**config.mk**
```make
export PLATFORM = sky130hd
export DESIGN_NAME = bcd_time_counter
export DESIGN_NICKNAME = d
export VERILOG_FILES = /design/src/rtl/bcd_time_counter.sv
export SDC_FILE = /design/constraint.sdc
export NUM_CORES = 1
export LEC_CHECK = 0
export CELL_PAD_IN_SITES_DETAIL_PLACEMENT = 1
export CELL_PAD_IN_SITES_GLOBAL_PLACEMENT = 1
export CORE_ASPECT_RATIO = 0.5
export CORE_MARGIN = 1.5
export CORE_UTILIZATION = 44
export CTS_BUF_LIST = sky130_fd_sc_hd__clkbuf_16
export DETAILED_ROUTE_END_ITERATION = 8
export PLACE_DENSITY = 0.79
export SYNTH_ARGS = -nofsm -noshare
export SYNTH_HDL_FRONTEND = slang
export SYNTH_SLANG_ARGS = --single-unit
```
**constraint.sdc**
```tcl
create_clock -name CLK -period 3.7 [get_ports CLK]
set_clock_uncertainty 0.05 [all_clocks]
set_input_delay 0.37 -clock CLK [delete_from_list [all_inputs] [get_ports CLK]]
set_output_delay 0.37 -clock CLK [all_outputs]
set_load 0.05 [all_outputs]
```
**src/rtl/bcd_time_counter.sv**
```systemverilog
// rtl/bcd_time_counter.sv - HH:MM:SS BCD time-of-day counter with 1 s prescaler and minute/hour set inputs.
// Define HOUR12_EN for the 12 h build (hours 12,01..11 with PM flag); default is 24 h.
module bcd_time_counter #(
   parameter int TICK_DIV = 50000000
) (
   input  logic       CLK,
   input  logic       RESET,
   input  logic       EN,
   input  logic       INC_MIN,
   input  logic       INC_HOUR,
   output logic [3:0] SEC_L,
   output logic [3:0] SEC_H,
   output logic [3:0] MIN_L,
   output logic [3:0] MIN_H,
   output logic [3:0] HOUR_L,
   output logic [3:0] HOUR_H,
   output logic       PM,
   output logic       TICK
);

   localparam int PW = (TICK_DIV > 1) ? $clog2(TICK_DIV) : 1;
   localparam logic [PW-1:0] PRE_MAX = PW'(TICK_DIV - 1);

`ifdef HOUR12_EN
   localparam logic [3:0] HOUR_H_RST = 4'd1;
   localparam logic [3:0] HOUR_L_RST = 4'd2;
`else
   localparam logic [3:0] HOUR_H_RST = 4'd0;
   localparam logic [3:0] HOUR_L_RST = 4'd0;
`endif

   logic [PW-1:0] pre;
   logic          tick_int;
   logic          adv;
   logic          sec_carry;
   logic          min_carry;
   logic [PW-1:0] pre_next;
   logic [7:0]    sec_next;
   logic [7:0]    min_next;
   logic [3:0]    h1_h, h1_l, h2_h, h2_l;
   logic          t1, t2;

   // Two-digit 00..59 BCD increment, returned as {tens, units}.
   function automatic logic [7:0] inc59(input logic [3:0] h, input logic [3:0] l);
      logic [7:0] r;
      if (l == 4'd9) begin
         r = {((h == 4'd5) ? 4'd0 : h + 4'd1), 4'd0};
      end else begin
         r = {h, l + 4'd1};
      end
      return r;
   endfunction

   // One hour step, returned as {tens, units, pm_toggle}.
   function automatic logic [8:0] inc_hour(input logic [3:0] h, input logic [3:0] l);
      logic [8:0] r;
`ifdef HOUR12_EN
      if (h == 4'd1 && l == 4'd2) begin
         r = {4'd0, 4'd1, 1'b0};
      end else if (l == 4'd9) begin
         r = {h + 4'd1, 4'd0, 1'b0};
      end else begin
         r = {h, l + 4'd1, (h == 4'd1 && l == 4'd1)};
      end
`else
      if (h == 4'd2 && l == 4'd3) begin
         r = {4'd0, 4'd0, 1'b0};
      end else if (l == 4'd9) begin
         r = {h + 4'd1, 4'd0, 1'b0};
      end else begin
         r = {h, l + 4'd1, 1'b0};
      end
`endif
      return r;
   endfunction

   assign tick_int  = EN && (pre == PRE_MAX);
   // INC_MIN swallows a coincident tick entirely.
   assign adv       = tick_int && !INC_MIN;
   assign sec_carry = adv && (SEC_H == 4'd5) && (SEC_L == 4'd9);
   assign min_carry = sec_carry && (MIN_H == 4'd5) && (MIN_L == 4'd9);

   always_comb begin
      pre_next = pre;
      if (INC_MIN) begin
         pre_next = '0;
      end else if (EN) begin
         pre_next = (pre == PRE_MAX) ? '0 : pre + PW'(1);
      end
   end

   always_comb begin
      sec_next = {SEC_H, SEC_L};
      if (INC_MIN) begin
         sec_next = 8'h00;
      end else if (adv) begin
         sec_next = inc59(SEC_H, SEC_L);
      end
   end

   always_comb begin
      min_next = {MIN_H, MIN_L};
      if (INC_MIN || sec_carry) begin
         min_next = inc59(MIN_H, MIN_L);
      end
   end

   // Carry and INC_HOUR are applied as two chained single steps.
   always_comb begin
      {h1_h, h1_l, t1} = {HOUR_H, HOUR_L, 1'b0};
      if (min_carry) begin
         {h1_h, h1_l, t1} = inc_hour(HOUR_H, HOUR_L);
      end
      {h2_h, h2_l, t2} = {h1_h, h1_l, 1'b0};
      if (INC_HOUR) begin
         {h2_h, h2_l, t2} = inc_hour(h1_h, h1_l);
      end
   end

   always_ff @(posedge CLK or posedge RESET) begin
      if (RESET) begin
         pre    <= '0;
         TICK   <= 1'b0;
         PM     <= 1'b0;
         SEC_L  <= 4'd0;
         SEC_H  <= 4'd0;
         MIN_L  <= 4'd0;
         MIN_H  <= 4'd0;
         HOUR_L <= HOUR_L_RST;
         HOUR_H <= HOUR_H_RST;
      end else begin
         pre            <= pre_next;
         TICK           <= adv;
         PM             <= PM ^ t1 ^ t2;
         {SEC_H, SEC_L} <= sec_next;
         {MIN_H, MIN_L} <= min_next;
         HOUR_H         <= h2_h;
         HOUR_L         <= h2_l;
      end
   end

endmodule

```
# == Word-level counts from Yosys, hierarchy flattened ==
# Index checks and enable logic that the tools add are counted.
# word_totals
register_bits,52
output_inout_bits,26
input_bits,5
# classes
n_mux,19
bitwise_logic,2
n_reduce_logical,15
eq_ne,11
add_sub_neg,9
# op_table
op,n
$mux 26,3
$mux 9,4
$add 4x1->4 const B,8
$mux 4,7
$add 26x1->26 const B,1
$eq 26x26->1 const B,1
$mux 8,3
$eq 4x2->1 const B,4
$eq 4x4->1 const B,4
$eq 4x3->1 const B,2
$logic_and 1x1->1,8
$reduce_bool 2->1,3
$reduce_and 2->1,2
$mux 1,2
$xor 1x1->1,2
$logic_not 1->1,1
$logic_or 1x1->1,1

# == Logic depth before layout (Yosys ltp) ==
# logic_depth
word_depth,13
depth_mapped,15
depth_no_buf,13

# == Worst setup path after synthesis ==
# Ideal clock, no wire load.
# synth_path
kind,register to register
start,register SEC_H[0]
end,register HOUR_L[1]
arrival_ps,3145
period_less_slack_ps,3340
path_buffers,2
path_slack_ps,360
stages_incl_launch_ff,13
required_ps,3506
cell_sequence,dfrtp_1 > ha_1 > and3b_1 > clkbuf_1 > nand4_1 > or4_4 > buf_6 > or2_1 > o21ai_1 > ha_1 > nand4_1 > o311ai_1 > o22ai_1
# synth_between
elab_chain_cells,10
# synth_lines
item,line_no,rtl
from (decl),12,"output logic [3:0] SEC_H,"
from (signal assigned),135,"{SEC_H, SEC_L} <= sec_next;"
$eq 4x3->1 (*),80,assign sec_carry = adv && (SEC_H == 4'd5) && (SEC_L == 4'd9);
$logic_and 1x1->1 (*) (2 in a row),80,
$logic_and 1x1->1 (*) (2 in a row),81,assign min_carry = sec_carry && (MIN_H == 4'd5) && (MIN_L == 4'd9);
$mux 4,111,if (min_carry) begin
"$add 4x1->4, or another cell as far along",71,"r = {h, l + 4'd1, 1'b0};"
$mux 9 / $logic_and 1x1->1 (equally long branches),"68, 66",
$mux 9,66,if (h == 4'd2 && l == 4'd3) begin
$mux 4 (*),115,if (INC_HOUR) begin
net h2_l[1],40,"logic [3:0] h1_h, h1_l, h2_h, h2_l;"
to (signal assigned),138,HOUR_L <= h2_l;
to (decl),15,"output logic [3:0] HOUR_L,"
# Mark *: on every way through the listed nets, which the timed path passes. The rest lies on a longest branch.
# A chain may end at the register's enable or synchronous reset.

# == Worst setup path in the final report ==
# layout_path
start,register pre[0]
end,register HOUR_L[1]
# layout_between
elab_chain_cells,12
# layout_lines
item,line_no,rtl
from (decl),32,logic [PW-1:0] pre;
from (signal assigned),132,pre <= pre_next;
$eq 26x26->1 (*),77,assign tick_int = EN && (pre == PRE_MAX);
$logic_and 1x1->1 (*),77,
$logic_and 1x1->1 (*),79,assign adv = tick_int && !INC_MIN;
$logic_and 1x1->1 (*) (2 in a row),80,
$logic_and 1x1->1 (*) (2 in a row),81,
$mux 4,111,
"$add 4x1->4, or another cell as far along",71,
$mux 9 / $logic_and 1x1->1 (equally long branches),"68, 66",
$mux 9,66,
$mux 4 (*),115,
net h2_l[1],40,
# Marks and branches as above.

==> out/metrics.csv <==
stage;metric;value;unit
run_status;status;complete, no violations;
synthesis;syn_inst;317;
grt;first_global_vias;2550;
detailed_routing;totalWireLength;7.56;mm
detailed_routing;wl_per_cell;17.2;µm
sta;fin_tns_setup;0;ns
finish;design_area;3530;µm²
finish;syn_to_final_growth;19.2;%
synthesis;yosysTopAreaCell;dfrtp_1;
detailed_routing;via_per_inst;5.59;
place;dpl_cell_area;3360;µm²
worst_setup_path;cp-end-kind;flip-flop;
pwr;ir_drop;0.435;mV
sta;min_period;3.48;ns
grt;grt_pass1_wl;12.6;mm
worst_setup_path;critPathArrivalTime;3.59;ns
pwr;total_leakage_power;1.46;nW
sta;max_freq;0.287;GHz
pwr;p_int;0.00125;W
sta;maxSlewViolCount;0;
floorplan;die_y;61.0;µm
detailed_routing;drc_errors;0;
floorplan;initial_utilization;47.2;%
synthesis;synth_adder_area_share;5.49;%
synthesis;syn_area;2960;µm²
sta;hold_viol_final;0;
detailed_routing;drtPass1Iterations;4;
clock_tree;cts_sinks;51;
clock_tree;postCtsHoldBufs;0;
synthesis;ys_types;56;
pwr;swShare;41.3;%
worst_setup_path;criticalPathCategory;reg2reg;
min_path;hold_depth;1;
finish;diodes;0;
worst_setup_path;worstPathRequired;3.81;ns
synthesis;synth_ff_type;dfrtp_1;
sta;worst_pin_slew;1.07;ns
worst_setup_path;rrSetupSlack;0.22;ns
synthesis;synth_seq_cells;51;
clock_tree;cts_tree;built;
finish;drive_gt1_share;7.12;%
worst_setup_path;critPathLaunchType;flip-flop;
worst_setup_path;ff2ff_path_depth;10;
synthesis;ys_seq_area_share;43.1;%
synthesis;synthXorXnorAreaFrac;10.3;%
clock_tree;htreeDepth;2;
synthesis;synthSimpleGateAreaFrac;27.4;%
pwr;power_density;602;nW/µm²
grt;grt_overflow;0;
floorplan;core;6280;µm²
pwr;p_comb_share;39.9;%
clock_tree;numCtsBuffers;5;
grt;grt_max_degree;52;
synthesis;synth_top_area_share;43.1;%
synthesis;synthTopCellsByCount;dfrtp_1, nor2_1, nand2_1;
pwr;p_switching;0.000877;W
detailed_routing;vias;2454;
sta;setup_viol;0;
pwr;power_frac_seq;35.2;%
sta;relSlewSlack;28.3;%
detailed_routing;drt_iter0_markers;114;
synthesis;netlist_top_cells_area;dfrtp_1, xor2_1, nor2_1;
place;gp_congestion;0.797;
place;dpl.hpwl;5.37;mm
synthesis;synth-edff-count;0;
grt;grt_use_total;22.6;%
synthesis;yosysWarnings;0;
synthesis;muxShareOfSynthArea;1.73;%
place;io_buffers;29;
synthesis;synth_nets;335;
sta;rsz0062_at_grt;false;
floorplan;row_count;20;
clock_tree;cts.clk_slew.worst_paths;0.07;ns
clock_tree;clockRootBuffer;clkbuf_16;
min_path;worstHoldPathType;reg2reg;
synthesis;async_reset_ff_share;100;%
floorplan;die_area;7270;µm²
clock_tree;clk_latency;0.29;ns
floorplan;io_pins;31;
pwr;pwr-share-clk;24.9;%
finish;nets;368;
detailed_routing;drtAntennaViolNets;0;
synthesis;yosysMostFrequentCell;dfrtp_1;
floorplan;fp.dieW;119;µm
finish;fin_cells;439;
worst_setup_path;cp_max_fo;10;
synthesis;synth_top_family_by_area;simple AND/OR/NAND/NOR gates;
grt;antenna_found_initial;0;
synthesis;syn_avg_cell_area;9.35;µm²
place;dp_cells;431;
clock_tree;cts_buffer_depth;2;
sta;finalCritPeriodShare;94.2;%
synthesis;synth_compound_area_share;8.78;%
job;max_cap_violations;0;
metal layers:
metal | wire, µm | GRT usage (%)
met5 | 0 | 0
met4 | 136 | 8.43
met3 | 210 | 4.35
met2 | 3790 | 41.4
met1 | 3420 | 27.7
registers in the layout (all words and copies together) (netlist names):
register and cells:
HOUR_L 4, MIN_L 4, MIN_H 4, TICK 1, HOUR_H 4, SEC_L 4
pre 26, SEC_H 4
worst max-delay path, stage by stage (launching register included):
cell,delay (ns)
dfrtp_1,0.44
ha_1,0.20
and3_1,0.20
or3b_1,0.41
or4_4,0.62
or2_1,0.28
o21ai_1,0.27
ha_1,0.25
nand4_1,0.14
o311ai_2,0.33
o22ai_1,0.16
stage by stage:
stage / total power (W) / hold WS [ns] / utilization (%) / setup WS, ns
after global routing: 0.00223 / 0.475 / 56.2 / 0.00979
after CTS: 0.00213 / 0.452 / 56.1 / 0.118
after floorplan: 0.00131 / 0.451 / - / 0.360
final: 0.00212 / 0.455 / 56.2 / 0.216
after detailed placement: 0.00159 / 0.441 / 53.5 / 0.0962
after global placement: 0.00156 / 0.428 / 53.5 / 0.325
what timing repair did:
action / CTS / global route
buffers inserted: 0 / 0
endpoints found under the setup margin: 0 / 3
gates resized for setup: 0 / 1
power by group through the flow:
stage | Combinational (W) | Sequential (W) | Clock (W)
finish | 0.000848 | 0.000749 | 0.000528
global route | 0.000908 | 0.000765 | 0.000559
CTS | 0.000850 | 0.000748 | 0.000534
global placement | 0.000808 | 0.000747 | 0
detailed placement | 0.000836 | 0.000758 | 0
floorplan | 0.000334 | 0.000981 | 0
cell families after synthesis:
| kind of cell | count (synthesis) |
|---|---|
| and+or+nand+nor | 153 |
| DFF | 51 |
| AOI/OAI and AO/OA | 38 |
| xor gates and xnor gates | 35 |
| buffers and inverters | 21 |
| adders and majority gates | 13 |
| muxes | 5 |
| other | 1 |
worst paths after layout:
kind | start | to
min in group asynchronous | RESET | pre[5]
max reg2reg | pre[0] | HOUR_L[1]
min | MIN_H[0] | MIN_H[0]
max | pre[0] | HOUR_L[1]
min reg2reg | MIN_H[0] | MIN_H[0]
max in group asynchronous | RESET | MIN_L[1]
cell type report:
cell class | count | area [µm²]
Clock buffer | 5 | 125
Inverter | 13 | 48.8
Clock inverter | 3 | 38.8
Fill cell | 729 | 2750
Multi-Input combinational cell | 245 | 1600
Sequential cell | 51 | 1280
Tap cell | 88 | 110
Timing Repair Buffer | 34 | 328
cells in the final DEF, fill, tap and decap left out, types with 5 or more instances in the layout:
master,n
a21oi_1,10
buf_4,5
clkbuf_16,5
clkdlybuf4s50_1,29
dfrtp_1,51
ha_1,13
inv_1,12
nand2_1,29
nand2b_1,5
nand3_1,15
nand4_1,11
nor2_1,44
nor3_1,11
nor4_1,6
o21ai_0,8
xnor2_1,14
xor2_1,21
Note: power is estimated with default switching activity, not from simulation.
